==> config.mk <==
export PLATFORM = sky130hd
export DESIGN_NAME = pipe_cpu_fwd
export DESIGN_NICKNAME = d
export VERILOG_FILES = /design/src/rtl/pipe_cpu_fwd.sv
export SDC_FILE = /design/constraint.sdc
export NUM_CORES = 1
export LEC_CHECK = 0
export BUFFER_PORTS_ARGS = -buffer_cell sky130_fd_sc_hd__buf_2
export CORE_MARGIN = 5
export CORE_UTILIZATION = 30
export DETAILED_ROUTE_END_ITERATION = 8
export GPL_ROUTABILITY_DRIVEN = 0
export PLACE_DENSITY = 0.53
export REMOVE_ABC_BUFFERS = 1
export SETUP_SLACK_MARGIN = 0.4
export SLEW_MARGIN = 40
export SYNTH_ARGS = -nofsm -noshare
export SYNTH_HDL_FRONTEND = slang
export SYNTH_SLANG_ARGS = --single-unit
==> constraint.sdc <==
create_clock -name clk -period 8.25 [get_ports clk]
set_input_delay 0.4125 -clock clk [delete_from_list [all_inputs] [get_ports clk]]
set_output_delay 0.4125 -clock clk [all_outputs]
set_load 0.1 [all_outputs]
==> src/rtl/pipe_cpu_fwd.sv <==
// Four-stage (IF, ID, EX, WB) in-order CPU core with EX bypassing from the write-back stage,
// branch flush, HALT and a retire counter. Instruction memory is loaded through prog_*.
module pipe_cpu_fwd #(
    parameter int WIDTH = 32,
    parameter int DEPTH = 16,
    parameter int NREGS = 8,
    localparam int AW = $clog2(DEPTH)
) (
    input  logic             clk,
    input  logic             reset,
    input  logic             run,
    input  logic             prog_we,
    input  logic [AW-1:0]    prog_addr,
    input  logic [15:0]      prog_data,
    input  logic [3:0]       dbg_sel,
    output logic [WIDTH-1:0] dbg_data,
    output logic [AW-1:0]    pc,
    output logic             halted,
    output logic             wb_valid,
    output logic [3:0]       wb_rd,
    output logic [WIDTH-1:0] wb_data,
    output logic [31:0]      retire_cnt
);

    localparam int RIW = (NREGS > 1) ? $clog2(NREGS) : 1;

    localparam logic [3:0] OP_LOADI = 4'h1;
    localparam logic [3:0] OP_ADD   = 4'h2;
    localparam logic [3:0] OP_SUB   = 4'h3;
    localparam logic [3:0] OP_AND   = 4'h4;
    localparam logic [3:0] OP_OR    = 4'h5;
    localparam logic [3:0] OP_BEQZ  = 4'h6;
    localparam logic [3:0] OP_JMP   = 4'h7;
    localparam logic [3:0] OP_HALT  = 4'hF;

    logic [15:0]      imem [DEPTH];
    logic [WIDTH-1:0] regs [NREGS];

    logic             if_valid, id_valid, ex_valid;
    logic [15:0]      if_instr, id_instr;
    logic             ex_we;
    logic [3:0]       ex_rd;
    logic [WIDTH-1:0] ex_data;

    logic [3:0]       id_op, id_rd, id_rs, id_rt;
    logic [7:0]       id_imm;
    logic [WIDTH-1:0] rf_rd, rf_rs, rf_rt;
    logic [WIDTH-1:0] opd_rd, opd_rs, opd_rt;
    logic             ex_we_n, taken, halt_ex, flush;
    logic [WIDTH-1:0] ex_data_n;
    logic [AW-1:0]    target;

    // Index 0 is hard-wired zero; indices beyond the implemented file are ignored.
    function automatic logic reg_ok(input logic [3:0] idx);
        return (idx != 4'd0) && (int'(idx) < NREGS);
    endfunction

    assign id_op  = id_instr[15:12];
    assign id_rd  = id_instr[11:8];
    assign id_rs  = id_instr[7:4];
    assign id_rt  = id_instr[3:0];
    assign id_imm = id_instr[7:0];

    assign rf_rd = reg_ok(id_rd) ? regs[id_rd[RIW-1:0]] : '0;
    assign rf_rs = reg_ok(id_rs) ? regs[id_rs[RIW-1:0]] : '0;
    assign rf_rt = reg_ok(id_rt) ? regs[id_rt[RIW-1:0]] : '0;

    // The result waiting in the WB stage is not yet in the register file, so take it directly.
    assign opd_rd = (ex_valid && ex_we && reg_ok(ex_rd) && ex_rd == id_rd) ? ex_data : rf_rd;
    assign opd_rs = (ex_valid && ex_we && reg_ok(ex_rd) && ex_rd == id_rs) ? ex_data : rf_rs;
    assign opd_rt = (ex_valid && ex_we && reg_ok(ex_rd) && ex_rd == id_rt) ? ex_data : rf_rt;

    assign dbg_data = reg_ok(dbg_sel) ? regs[dbg_sel[RIW-1:0]] : '0;

    always_comb begin
        ex_we_n   = 1'b0;
        ex_data_n = '0;
        taken     = 1'b0;
        halt_ex   = 1'b0;
        target    = id_imm[AW-1:0];
        if (id_valid) begin
            case (id_op)
                OP_LOADI: begin
                    ex_we_n   = 1'b1;
                    ex_data_n = WIDTH'(id_imm);
                end
                OP_ADD: begin
                    ex_we_n   = 1'b1;
                    ex_data_n = opd_rs + opd_rt;
                end
                OP_SUB: begin
                    ex_we_n   = 1'b1;
                    ex_data_n = opd_rs - opd_rt;
                end
                OP_AND: begin
                    ex_we_n   = 1'b1;
                    ex_data_n = opd_rs & opd_rt;
                end
                OP_OR: begin
                    ex_we_n   = 1'b1;
                    ex_data_n = opd_rs | opd_rt;
                end
                OP_BEQZ: taken   = (opd_rd == '0);
                OP_JMP:  taken   = 1'b1;
                OP_HALT: halt_ex = 1'b1;
                default: ;
            endcase
        end
        flush = taken | halt_ex;
    end

    // Instruction memory is deliberately not reset; a same-address fetch sees the old word.
    always_ff @(posedge clk) begin
        if (prog_we)
            imem[prog_addr] <= prog_data;
    end

    always_ff @(posedge clk) begin
        if (reset) begin
            pc         <= '0;
            if_valid   <= 1'b0;
            id_valid   <= 1'b0;
            ex_valid   <= 1'b0;
            if_instr   <= '0;
            id_instr   <= '0;
            ex_we      <= 1'b0;
            ex_rd      <= '0;
            ex_data    <= '0;
            halted     <= 1'b0;
            wb_valid   <= 1'b0;
            wb_rd      <= '0;
            wb_data    <= '0;
            retire_cnt <= '0;
            for (int i = 0; i < NREGS; i++)
                regs[i] <= '0;
        end else if (!run) begin
            wb_valid <= 1'b0;
        end else begin
            wb_valid <= ex_valid;
            if (ex_valid) begin
                wb_rd      <= ex_rd;
                wb_data    <= ex_data;
                retire_cnt <= retire_cnt + 32'd1;
                if (ex_we && reg_ok(ex_rd))
                    regs[ex_rd[RIW-1:0]] <= ex_data;
            end
            // After HALT only the WB stage drains so the HALT itself retires.
            if (halted) begin
                ex_valid <= 1'b0;
            end else begin
                if (halt_ex)
                    pc <= pc;
                else if (taken)
                    pc <= target;
                else
                    pc <= pc + AW'(1);
                if_valid <= !flush;
                if_instr <= imem[pc];
                id_valid <= if_valid && !flush;
                id_instr <= if_instr;
                ex_valid <= id_valid;
                ex_we    <= ex_we_n;
                ex_rd    <= id_rd;
                ex_data  <= ex_data_n;
                halted   <= halt_ex;
            end
        end
    end

endmodule

# After elaboration in Yosys (flattened, before gate mapping)
# Memory sizes are Yosys's and may differ from the RTL's. A register that Yosys moved wholly into a read port is not among the register bits.
# Cells that the tools add are included.
# totals
register_bits	130
ramBits	512
in_bits	28
out_inout_bits	106
elab_cells	102
memories	2
# mem_list
memory	depth	width	read_ports	rd_clocked_by_memory_dff	wr	line	source
imem	16	16	1	1	1	36	logic [15:0] imem [DEPTH];
regs	8	32	4	3	8	37	logic [WIDTH-1:0] regs [NREGS];
# op_classes
add_sub_neg	4
n_lt_le_gt_ge	5
eq_ne	11
n_mux	36
n_bitwise	6
reduce_logical	25
# ops
op	count
$mux 32	9
$pmux 32 s5	1
$add 32x1->32 const B	1
$add 32x32->32	1
$and 32x32->32	1
$logic_not 32->1	1
$or 32x32->32	1
$reduce_or 32->1	1
$sub 32x32->32	1
$mux 3	7
$lt 4x4->1 const B	5
$reduce_bool 4->1	5
$mux 1	17
$eq 4x3->1 const B	4
$eq 4x4->1	3
$logic_and 1x1->1	12
$eq 4x2->1 const B	2
$reduce_or 5->1	1
$add 4x1->4 const B	1
$eq 4x1->1 const B	1
$eq 4x4->1 const B	1
$mux 4	1
$reduce_and 2->1	2
$not 1->1	3
other kinds (5)	5

# Logic depth before layout (Yosys ltp)
# logic_depth
word_depth	11
depth_mapped	28
mapped_depth_nobuf	24

# Worst setup path after synthesis
# Ideal clock, no wire load.
# synth_path
kind	register to register
startpoint	register with a tool-made name
endpoint	register ex_data[31]
setup_time_ns	0.127
t_arrival_ns	5.874
t_required_ns	8.123
slack_ns	2.249
path_stages_with_launch	28
path_buffers	6
synth_period_minus_slack_ns	6.001
cell_sequence	dfxtp_1 buf_6 buf_12 buf_2 buf_2 buf_2 buf_2 mux4_2 mux2i_1 o21ai_0 inv_1 ha_1 o21ai_0 nand4bb_1 nor4_1 a21oi_1 xnor2_1 ha_1 and2_1 a2111oi_0 o2111ai_1 a21oi_1 o21ai_0 a21oi_1 or2_2 o21ai_0 nand4_1 or3b_1
# synth_rtl
item	line	source
end signal: assignment	164	ex_data <= ex_data_n;
end: declaration	43	logic [WIDTH-1:0] ex_data;

# Final worst setup path
# layout_path
startpoint	register ex_rd[2]
endpoint	register ex_data[31]
# layout_via
elab_chain_len	8
word_cells_on_any_way	16
cone_classes	add/sub (2); order compare (1); eq/ne (2); mux (4); bitwise (2); reduce/logical (5)
# layout_lines
item	line	source
start: declaration	42	logic [3:0] ex_rd;
start signal: assignment	163	ex_rd <= id_rd;
$lt 4x4->1 or $reduce_bool 4->1 (tied branches)	55	return (idx != 4'd0) && (int'(idx) < NREGS);
$logic_and 1x1->1	55	
$logic_and 1x1->1	70, 71	
$logic_and 1x1->1, on equally long branches	70, 71	
$mux 32, on equally long branches	70, 71	
$sub 32x32->32 (tied with other cells)	93	ex_data_n = opd_rs - opd_rt;
$pmux 32 s5 (*)	82	case (id_op)
$mux 32 (*)	81	if (id_valid) begin
# Mark *: on every way between the ends. The rest lies on a longest branch, timed or not.
# A chain may end at the register's enable or synchronous reset.

==> out/metrics.yaml <==
status: "finished, final reports clean"
slew_headroom_pct: 42.90
start_util_pct: 30.09
grt_use_total_pct: 18.84
cts_tree: "yes"
area_growth_syn_to_layout_pct: 14.11
multi_input_area_mm2: 0.01625
antenna_found_initial: 11
finalHoldViolCount: 0
nFillCells: 11460
nets: 2957
avgSynthCellArea_um2: 12.68
p_clk_share_pct: 39.7
p_comb_share_pct: 14.3
cp_slowest_stage_delay_ps: 700
seq_area_frac_synth_pct: 52.14
path_clk_slew_ps: 70
clock.fmax_mhz: 153.1
clock_skew_ps: 55.37
peakVddDrop_uv: 173.3
cp_common_cell: "o21ai_0"
ioPinCount: 134
path_class: "register to register"
critPathArrivalTime_ps: 7080
finalWirelength_mm: 120.7
drv_slew: 0
drt-vias-per-instance: 5.495
overflow: 0
tns_ps: 0
first_pass_iters: 5
grt_pass1_wl_mm: 176.3
die_x_um: 353.7
dpl.hpwl_mm: 81.18
htreeDepth: 3
p_per_area_mw_per_mm2: 205.2
insertion_delay_ps: 670
crit_family: "simple AND/OR/NAND/NOR gates"
clockBufferDepth: 3
rows: 126
ctsResizeCount: 0
grt_pass1_vias: 24290
power_mw: 8.297
slowest_stage: "or4_1"
synth-edff-count: 512
post_cts_buffers: 0
syn_inst: 2795
holdBufCountCts: 0
fp.dieH_um: 353.7
path_cells: "nor3_2, or4_1, o21ai_2, buf_4, o21ai_0, inv_1, ha_1, o21ai_0, nand4bb_1, nor4_2, a21oi_1, xnor2_1, ha_1, and2_1, a2111oi_0, o2111ai_1, a21oi_1, o21ai_0, a21oi_1, or2_2, o21ai_0, nand4_1, or3b_1"
p_seq_share_pct: 46.0
first_iter_violations: 2755
fin_crit_ps: 6530
post_drt_wl_per_cell_um: 26.87
portBuffers: 133
numCtsBuffers: 73
fin_crit_sh_pct: 79.15
synth_area_mm2: 0.03544
worst_pin_slew_ps: 851.3
dieArea_mm2: 0.1251
crit_path_max_fanout: 30
switching_power_mw: 2.325
synth_ff_type: "edfxtp_1"
timing.max_cap.violations: 0
num_vias: 24690
cp_num_buf_inv: 2
cp-end-kind: "register"
cp.required_ps: 8800
p_int_mw: 5.973
regArea_mm2: 0.01850
layout-drive-gt1-share_pct: 21.99
ys_ff_latch: 667
yosys_warnings: 0
ant_nets: 0
cts_root_buf: "clkbuf_16"
drc: 0
p_leak_nw: 13.50
ys_types: 82
grt_max_degree: 78
ys_async_sr_fraction_pct: 0
coreArea_mm2: 0.1178
startpoint_type: "register"
setup_viol: 0
rsz0062_at_grt: "no"
cts_sinks: 667
switching_share_pct: 28.02
hold_path_class: "input port to register"
## area by class of cell
class / count / share of cell area (%)
flip-flops and latches: 667 / 45.75
diodes: 6 / 0.03713
inverters: 20 / 0.1856
repair buffers: 202 / 3.094
well taps: 1536 / 4.752
clock buffers: 98 / 4.950
multi-input cells: 1928 / 40.18
clock inverters: 36 / 1.052
## metrics by stage
step,hold WS [ps],instance area (um2),setup slack (ps),instances,util [%]
final,114.1,40440,1720,4493,34.34
after global routing,96.55,40420,1359,4487,34.33
after CTS,65.31,40380,1607,4486,34.29
after detailed placement,443.2,37950,1632,4352,32.23
after global placement,440.6,37890,1712,4350,32.18
after floorplan,426.0,34670,1150,2615,-
## state kept, by name (all words and copies together), names as in the netlist, named ones only
name	flops
ex_data	32
ex_rd	4
ex_valid	1
ex_we	1
halted	1
id_instr	16
id_valid	1
if_instr	16
if_valid	1
imem	256
pc	4
regs	256
retire_cnt	32
wb_data	32
wb_rd	4
wb_valid	1
## cell families after synthesis
kind of cell	share of synthesized area, %
muxes	20.51
xor gates and xnor gates	2.196
other	0.01058
buffers and inverters	2.697
DFF	52.14
AOI/OAI and AO/OA	6.666
adders and majority gates	2.203
and+or+nand+nor	13.58
## Yosys cell counts (14+ instances only)
cell        n  area share (%)
edfxtp_1  512              43
nand2_1   283             3.0
mux4_2    265              17
and2_1    218             3.8
nor2_1    189             2.0
a21oi_1   167             2.4
dfxtp_1   155             8.8
clkbuf_1  152             1.6
mux2i_1   102             2.9
o21ai_0   100             1.4
nor3_1     64            0.90
nor4_1     56            0.99
xor2_1     46             1.1
xnor2_1    41             1.0
buf_1      37            0.39
ha_1       36             1.3
maj3_1     31            0.88
a22oi_1    25            0.53
nand3_1    24            0.34
nand4_1    23            0.41
a21o_1     18            0.38
inv_1      18            0.19
or2_2      18            0.32
nand2b_1   17            0.30
and3_1     16            0.28
a31oi_1    14            0.25
## worst reg2reg max path, delay by kind of cell (launching register included)
family,cells,cell delay [ps]
DFF,1,670
buffers and inverters,2,440
AOI/OAI and AO/OA,10,2100
adders and majority gates,2,600
and+or+nand+nor,8,2440
xor gates and xnor gates,1,160
## final timing paths
check                      to           from  slack (ps)  cells past startpoint
setup / recovery  ex_data[31]       ex_rd[2]        1720                     23
hold / removal    imem[8][13]  prog_data[13]         110                      1
setup reg to reg  ex_data[31]       ex_rd[2]        1720                     23
hold reg to reg    wb_data[9]     wb_data[9]         450                      2
## power groups by stage
stage	sequential, mW	combinational (mW)	clock [mW]
after floorplan	3.86	0.801	0
after global placement	3.89	1.16	0
after detailed placement	3.88	1.17	0
after CTS	3.81	1.17	3.36
after global routing	3.82	1.27	3.51
final	3.81	1.19	3.30
## cells in the final DEF (no fill, tap or decap), types with 74 or more instances in the layout
cell type | Yosys | layout
edfxtp_1 | 512 | 512
nand2_1 | 283 | 282
mux4_2 | 265 | 265
and2_1 | 218 | 217
nor2_1 | 189 | 169
a21oi_1 | 167 | 167
dfxtp_1 | 155 | 146
buf_2 | 13 | 131
mux2i_1 | 102 | 102
o21ai_0 | 100 | 99
clkbuf_16 | 0 | 74
## layer usage
metal / GRT usage (%) / up-vias / wire (um)
met1: 26.02 / 12500 / 50400
met5: 0 / - / 24
met3: 4.415 / 193 / 10980
li1: - / 10820 / -
met2: 29.99 / 1169 / 56070
met4: 4.828 / 4 / 3256
Power figures use the tool's default switching activity.
